$ cat config.mk
export PLATFORM = sky130hd
export DESIGN_NAME = coo_edge_fetcher_flat
export DESIGN_NICKNAME = d
export VERILOG_FILES = /design/src/rtl/coo_edge_fetcher_pkg.sv /design/src/rtl/coo_edge_fetcher_if.sv /design/src/rtl/coo_lat_delay.sv /design/src/rtl/coo_edge_fetcher.sv /design/src/flat_wrapper.sv
export SDC_FILE = /design/constraint.sdc
export NUM_CORES = 1
export LEC_CHECK = 0
export ABC_AREA = 1
export CAP_MARGIN = 10
export CORE_AREA = 2 2 51 53
export DETAILED_ROUTE_END_ITERATION = 8
export DIE_AREA = 0 0 53 55
export HOLD_SLACK_MARGIN = 0.12
export PLACE_DENSITY_LB_ADDON = 0.08
export SYNTH_ARGS = -nofsm -noshare
export SYNTH_HDL_FRONTEND = slang
export SYNTH_SLANG_ARGS = --single-unit
$ cat constraint.sdc
create_clock -name clk -period 2.2 [get_ports clk]
set_input_delay 0.44 -clock clk [delete_from_list [all_inputs] [get_ports clk]]
set_output_delay 0.44 -clock clk [all_outputs]
set_load 0.1 [all_outputs]
$ cat src/rtl/coo_edge_fetcher_pkg.sv
// Shared types and constants for the COO edge fetcher: COO geometry, node index width,
// FSM state encoding and the registered edge record.
package gcn_pkg;

  localparam int COO_NUM_OF_COLS = 6;
  localparam int COO_NUM_OF_ROWS = 2;

  function automatic int coo_bw(input int n);
    return (n > 1) ? $clog2(n) : 1;
  endfunction

  localparam int COO_BW  = coo_bw(COO_NUM_OF_COLS);
  localparam int SRC_ROW = 0;
  localparam int DST_ROW = 1;

  typedef logic [COO_BW-1:0] node_t;

  localparam node_t LAST_COL = node_t'(COO_NUM_OF_COLS - 1);

  typedef enum logic [2:0] {
    ST_IDLE,
    ST_ISSUE,
    ST_WAIT,
    ST_PRESENT,
    ST_DONE
  } coo_fetch_state_t;

  typedef struct packed {
    node_t src;
    node_t dst;
    node_t idx;
  } coo_edge_t;

endpackage

$ cat src/rtl/coo_edge_fetcher_if.sv
// Edge stream from the fetcher to the aggregation engine (valid/ready handshake).
interface coo_edge_fetcher_if;
  import gcn_pkg::*;

  logic  edge_valid;
  logic  edge_ready;
  node_t edge_src;
  node_t edge_dst;
  node_t edge_idx;

  modport master (output edge_valid, edge_src, edge_dst, edge_idx, input edge_ready);
  modport slave  (input edge_valid, edge_src, edge_dst, edge_idx, output edge_ready);

endinterface

$ cat src/rtl/coo_lat_delay.sv
// Delays the COO read strobe by the memory latency; the output marks the cycle
// on which coo_in carries the requested column.
module coo_lat_delay #(
  parameter int DEPTH = 1
) (
  input  logic clk,
  input  logic reset,
  input  logic strobe,
  output logic capture
);

  logic [DEPTH-1:0] pipe;

  // NOTE: non-blocking assignments let every stage sample its neighbour's pre-edge value.
  always_ff @(posedge clk or posedge reset) begin
    if (reset) begin
      pipe <= '0;
    end else begin
      pipe[0] <= strobe;
      for (int i = 1; i < DEPTH; i++) begin
        pipe[i] <= pipe[i-1];
      end
    end
  end

  assign capture = pipe[DEPTH-1];

endmodule

$ cat src/rtl/coo_edge_fetcher.sv
// Walks the COO columns once per start: reads each column, presents it as an edge,
// and steps the shared row counter on every accepted edge.
module coo_edge_fetcher
  import gcn_pkg::*;
#(
  parameter int NUM_OF_NODES = 6,
  parameter int MEM_LATENCY  = 1
) (
  input  logic                               clk,
  input  logic                               reset,
  input  logic                               start,
  input  node_t                              coo_address,
  output logic                               enable_count,
  output logic                               enable_read_coo,
  output node_t                              read_address_coo,
  input  node_t [COO_NUM_OF_ROWS-1:0]        coo_in,
  coo_edge_fetcher_if.master                 edge_bus,
  output logic                               busy,
  output logic                               done,
  output logic                               err_range,
  output logic                               err_sync
);

  coo_fetch_state_t state, state_next;
  coo_edge_t        edge_q;
  node_t            edge_cnt;
  node_t            issue_addr;
  logic             edge_valid_q;
  logic             handshake;
  logic             capture;

  assign handshake = edge_valid_q && edge_bus.edge_ready;

  coo_lat_delay #(.DEPTH(MEM_LATENCY)) u_lat_delay (
    .clk     (clk),
    .reset   (reset),
    .strobe  (enable_read_coo),
    .capture (capture)
  );

  always_ff @(posedge clk or posedge reset) begin
    if (reset) state <= ST_IDLE;
    else       state <= state_next;
  end

  // NOTE: every output gets a default before the case, so no path can infer a latch.
  always_comb begin
    state_next       = state;
    enable_read_coo  = 1'b0;
    read_address_coo = '0;
    enable_count     = 1'b0;
    busy             = 1'b1;
    done             = 1'b0;
    case (state)
      ST_IDLE: begin
        busy = 1'b0;
        if (start) state_next = ST_ISSUE;
      end
      ST_ISSUE: begin
        enable_read_coo  = 1'b1;
        read_address_coo = coo_address;
        state_next       = ST_WAIT;
      end
      ST_WAIT: begin
        if (capture) state_next = ST_PRESENT;
      end
      ST_PRESENT: begin
        if (handshake) begin
          enable_count = 1'b1;
          state_next   = (edge_cnt == LAST_COL) ? ST_DONE : ST_ISSUE;
        end
      end
      ST_DONE: begin
        done       = 1'b1;
        state_next = ST_IDLE;
      end
      default: state_next = ST_IDLE;
    endcase
  end

  always_ff @(posedge clk or posedge reset) begin
    if (reset) begin
      edge_q       <= '0;
      edge_cnt     <= '0;
      issue_addr   <= '0;
      edge_valid_q <= 1'b0;
      err_range    <= 1'b0;
      err_sync     <= 1'b0;
    end else begin
      case (state)
        ST_IDLE: begin
          if (start) begin
            edge_cnt  <= '0;
            err_range <= 1'b0;
            err_sync  <= 1'b0;
          end
        end
        ST_ISSUE: begin
          issue_addr <= coo_address;
          if (coo_address != edge_cnt) err_sync <= 1'b1;
        end
        ST_WAIT: begin
          if (capture) begin
            edge_q       <= '{src: coo_in[SRC_ROW], dst: coo_in[DST_ROW], idx: issue_addr};
            edge_valid_q <= 1'b1;
            // Out-of-range nodes are flagged but still delivered downstream.
            if (int'(coo_in[SRC_ROW]) >= NUM_OF_NODES || int'(coo_in[DST_ROW]) >= NUM_OF_NODES)
              err_range <= 1'b1;
          end
        end
        ST_PRESENT: begin
          if (handshake) begin
            edge_valid_q <= 1'b0;
            edge_cnt     <= (edge_cnt == LAST_COL) ? '0 : edge_cnt + 1'b1;
          end
        end
        default: ;
      endcase
    end
  end

  assign edge_bus.edge_valid = edge_valid_q;
  assign edge_bus.edge_src   = edge_q.src;
  assign edge_bus.edge_dst   = edge_q.dst;
  assign edge_bus.edge_idx   = edge_q.idx;

endmodule

$ cat src/flat_wrapper.sv
// flat-port wrapper written by rule: the top's interface ports become plain ports
module coo_edge_fetcher_flat import gcn_pkg::*;
#(
  parameter int NUM_OF_NODES = 6,
  parameter int MEM_LATENCY  = 1
)
  (clk, reset, start, coo_address, enable_count, enable_read_coo, read_address_coo, coo_in, busy, done, err_range, err_sync, edge_bus_edge_valid, edge_bus_edge_src, edge_bus_edge_dst, edge_bus_edge_idx, edge_bus_edge_ready);
  coo_edge_fetcher_if edge_bus_i ();
  input  logic clk;
  input  logic reset;
  input  logic start;
  input  node_t coo_address;
  output logic enable_count;
  output logic enable_read_coo;
  output node_t read_address_coo;
  input  node_t [COO_NUM_OF_ROWS-1:0] coo_in;
  output logic busy;
  output logic done;
  output logic err_range;
  output logic err_sync;
  output wire logic [$bits(edge_bus_i.edge_valid)-1:0] edge_bus_edge_valid;
  output wire logic [$bits(edge_bus_i.edge_src)-1:0] edge_bus_edge_src;
  output wire logic [$bits(edge_bus_i.edge_dst)-1:0] edge_bus_edge_dst;
  output wire logic [$bits(edge_bus_i.edge_idx)-1:0] edge_bus_edge_idx;
  input wire logic [$bits(edge_bus_i.edge_ready)-1:0] edge_bus_edge_ready;
  assign edge_bus_edge_valid = edge_bus_i.edge_valid;
  assign edge_bus_edge_src = edge_bus_i.edge_src;
  assign edge_bus_edge_dst = edge_bus_i.edge_dst;
  assign edge_bus_edge_idx = edge_bus_i.edge_idx;
  assign edge_bus_i.edge_ready = edge_bus_edge_ready;
  coo_edge_fetcher #(.NUM_OF_NODES(NUM_OF_NODES), .MEM_LATENCY(MEM_LATENCY)) u_core (.clk(clk), .reset(reset), .start(start), .coo_address(coo_address), .enable_count(enable_count), .enable_read_coo(enable_read_coo), .read_address_coo(read_address_coo), .coo_in(coo_in), .edge_bus(edge_bus_i), .busy(busy), .done(done), .err_range(err_range), .err_sync(err_sync));
endmodule
==> summary.md <==
| Metric | Value |
|---|---|
| Status | `finished clean` |
| Initial Utilization | `46.40%` |
| Post-cts resize count | `0` |
| CP max-delay cell | `dfrtp_1` |
| Antenna Nets Post-Route | `0` |
| Adder-cell share of the synthesized area | `0%` |
| Final wirelength | `2293 um` |
| Clock buffer depth | `2` |
| Slew @ Worst Pin | `369.8 ps` |
| Final worst setup slack | `175.6 ps` |
| Vias/cell | `approximately 5` |
| N_diodes | `0` |
| Dpl ws | `about 360 ps` |
| MaxCap Viol Count | `0` |
| Crit path max fanout | `7` |
| Startpoint type of the worst setup path | `flop` |
| 1st-pass router iterations | `4` |
| Mux cell area share after synthesis | `0%` |
| Top layer in use | `met4` |
| Post-layout net count | `184` |
| Crit path largest cell delay | `460 ps` |
| Vias | `975` |
| Total GRT Usage | `17.54%` |
| Critical Path AT | `1580 ps` |
| Top-level I/O count | `32` |
| Mean Syn Cell Area | `8.010 um^2` |
| Hold_ws | `approximately 460 ps` |
| Final setup viols | `0` |
| Setup TNS | `0 ps` |
| Seq/Total Area, Yosys | `50.17%` |
| WP buf/inv | `2` |
| WL met3 | `125 um` |
| Number of global-route vias before repair | `895` |
| Antenna violations before repair | `0` |
| Top Family by Delay on Critical Path | `simple AND/OR/NAND/NOR gates` |
| Clock latency on the worst-skew pair | `300 ps` |
| Min-delay worst type | `input port to async pin` |
| Cell row count | `18` |
| CP Cell Sequence | `inv_2 -> nand3_1 -> nor2_1 -> buf_12` |
| Final Cycle Share | `a little over 90%` |
| Met2 WL | `1129 um` |
| H-tree Lvls | `1` |
| Core ar. | `~2400 um^2` |
| Hold Violations, Final | `0` |
| #FFs+latches synth | `22` |
| Worst Path Required | `1760 ps` |
| Synth Area in Compound Gates | `under 10%` |
| Gpl congestion | `0.8507` |
| RSZ-0062 raised after global routing | `no` |
| TritonCTS clock tree | `done` |
| Num CTS Buffers | `3` |
| Met1 Routed Length | `approximately 1000 um` |
| Cts hold-fix bufs | `0` |
| Drt drc | `0` |
| Drt initial violations | `13` |
| Area Overhead vs Synth | `38.08%` |
| Critical Path Sink Type | `output pin` |
| Clock skew | `~5 ps` |
| First-pass GRT wire length | `roughly 3700 um` |
| Die Span Y | `between 50 and 60 um` |
| Register area | `550.5 um^2` |
| Post-synthesis simple-gate area fraction | `34.09%` |
| CTS root buffer | `clkbuf_4` |
| Largest net degree at the start of global routing | `23` |
| Die width | `about 53 um` |
| Post-CTS Setup Bufs | `0` |
| Worst Setup Path Type | `flop to output pin` |
| Layout cell share with drive strength beyond 1 | `23.53%` |
| Max Fclk | `~490 MHz` |
| Fin. max-slew vios | `0` |
| Total clock sinks | `22` |
| Synth Instances | `137` |
| Post-detail-place hpwl | `1805 um` |
| Relative slew slack | `75.35%` |
| Multi-input gate area | `465.4 um^2` |
| Crit path time final | `between 2000 and 2500 ps` |
| GRT overflow | `0` |
| Die area | `a little under 3000 um^2` |
| Final core utilization | `between 60% and 70%` |
| Mean routed wirelength per cell | `11.47 um` |
| XOR/XNOR Fraction of Synth Area | `under 10%` |
| Yosys cell types | `17` |
| Fill cells | `221` |
| Syn. warnings | `0` |
| Clk pin slew, worst setup/hold paths | `~120 ps` |
| Port Buffers | `31` |
| Mapped Nets | `150` |
| Post-synthesis cell area | `~1100 um^2` |
| Largest family of logic cells by synthesized area | `simple AND/OR/NAND/NOR gates` |
[state kept, by name, summed over array words and instances, names as in the netlist]
name / flops
u_core.edge_bus.edge_dst: 3
u_core.err_range: 1
u_core.edge_cnt: 3
u_core.issue_addr: 3
u_core.edge_bus.edge_valid: 1
u_core.err_sync: 1
u_core.edge_bus.edge_idx: 3
u_core.u_lat_delay.capture: 1
u_core.state: 3
u_core.edge_bus.edge_src: 3
[path summary, 6_finish.rpt]
path,startpoint,endpoint,slack (ps),cells past startpoint
worst max-delay path,u_core.state[2]$_DFFE_PP0P_,read_address_coo[2],180,4
worst min-delay path,reset,u_core.edge_bus.edge_src[1]$_DFFE_PP0P_,460,3
worst max register to register,u_core.state[1]$_DFFE_PP0P_,u_core.edge_bus.edge_dst[2]$_DFFE_PP0P_,820,7
worst min register to register,u_core.edge_bus.edge_src[2]$_DFFE_PP0P_,u_core.edge_bus.edge_src[2]$_DFFE_PP0P_,490,2
max in group asynchronous,reset,u_core.edge_cnt[0]$_DFFE_PP0P_,1510,3
min in group clk,u_core.edge_bus.edge_src[2]$_DFFE_PP0P_,u_core.edge_bus.edge_src[2]$_DFFE_PP0P_,490,2
[synth_stat cells (all sizes together)]
library cell,count,area (um^2)
nor3,1,5.000
inv,16,60.06
nand3,22,120.1
xnor2,4,35.03
dfrtp,22,550.5
buf,4,31.27
nor2,12,57.55
o21ai,4,20.02
nand2,49,191.4
a21oi,3,26.28
[cell usage in the layout, fill, tap and decap left out]
cell	Yosys	layout
clkbuf_4	0	3
buf_12	0	7
nand2_2	3	3
xnor2_1	4	4
nand2_1	46	46
nor3_2	0	1
clkbuf_8	0	1
nand3_2	2	2
inv_2	3	3
nand3_1	20	20
nor2_4	1	2
clkdlybuf4s50_1	0	12
buf_4	2	14
a21oi_2	3	3
nor2_1	9	9
inv_1	13	13
o21ai_0	4	4
nor2_2	2	1
dfrtp_1	22	22
[kinds of logic after synthesis]
group                  after synthesis
AO/OA/AOI/OAI                        7
AND/OR/NAND/NOR                     84
XOR/XNOR                             4
buffers and inverters               20
flip-flops                          22
[stage by stage]
step | instances | instance area (um^2)
after floorplan | 137 | 1107
after detailed placement | 196 | 1479
after global placement | 196 | 1479
after global routing | 200 | 1515
final | 200 | 1515
after CTS | 200 | 1515
[routing by layer]
metal / global-route usage, % / vias to the layer above
li1: - / 491
met1: 20.07 / 457
met2: 30.63 / 23
met3: 4.839 / 4
met4: 8.120 / 0
met5: 0 / -
[cell type report]
class / instances / share of cell area [%]
Sequential cell: 22 / 36.33
Inverter: 16 / 3.964
Tap cell: 30 / 2.477
Clock buffer: 4 / 2.395
Multi-Input combinational cell: 95 / 30.72
Timing Repair Buffer: 33 / 24.11
[worst register-to-register path, stage by stage (launching register included)]
cell	delay (ps)
dfrtp_1	450
inv_1	90
nor2_2	120
nand2_2	90
inv_2	190
nand2_2	190
nand2_1	110
nand2_1	50
Power is left out: the tool's default activity adds up to more than one toggle a clock period on the data nets, which glitch-free logic cannot reach.
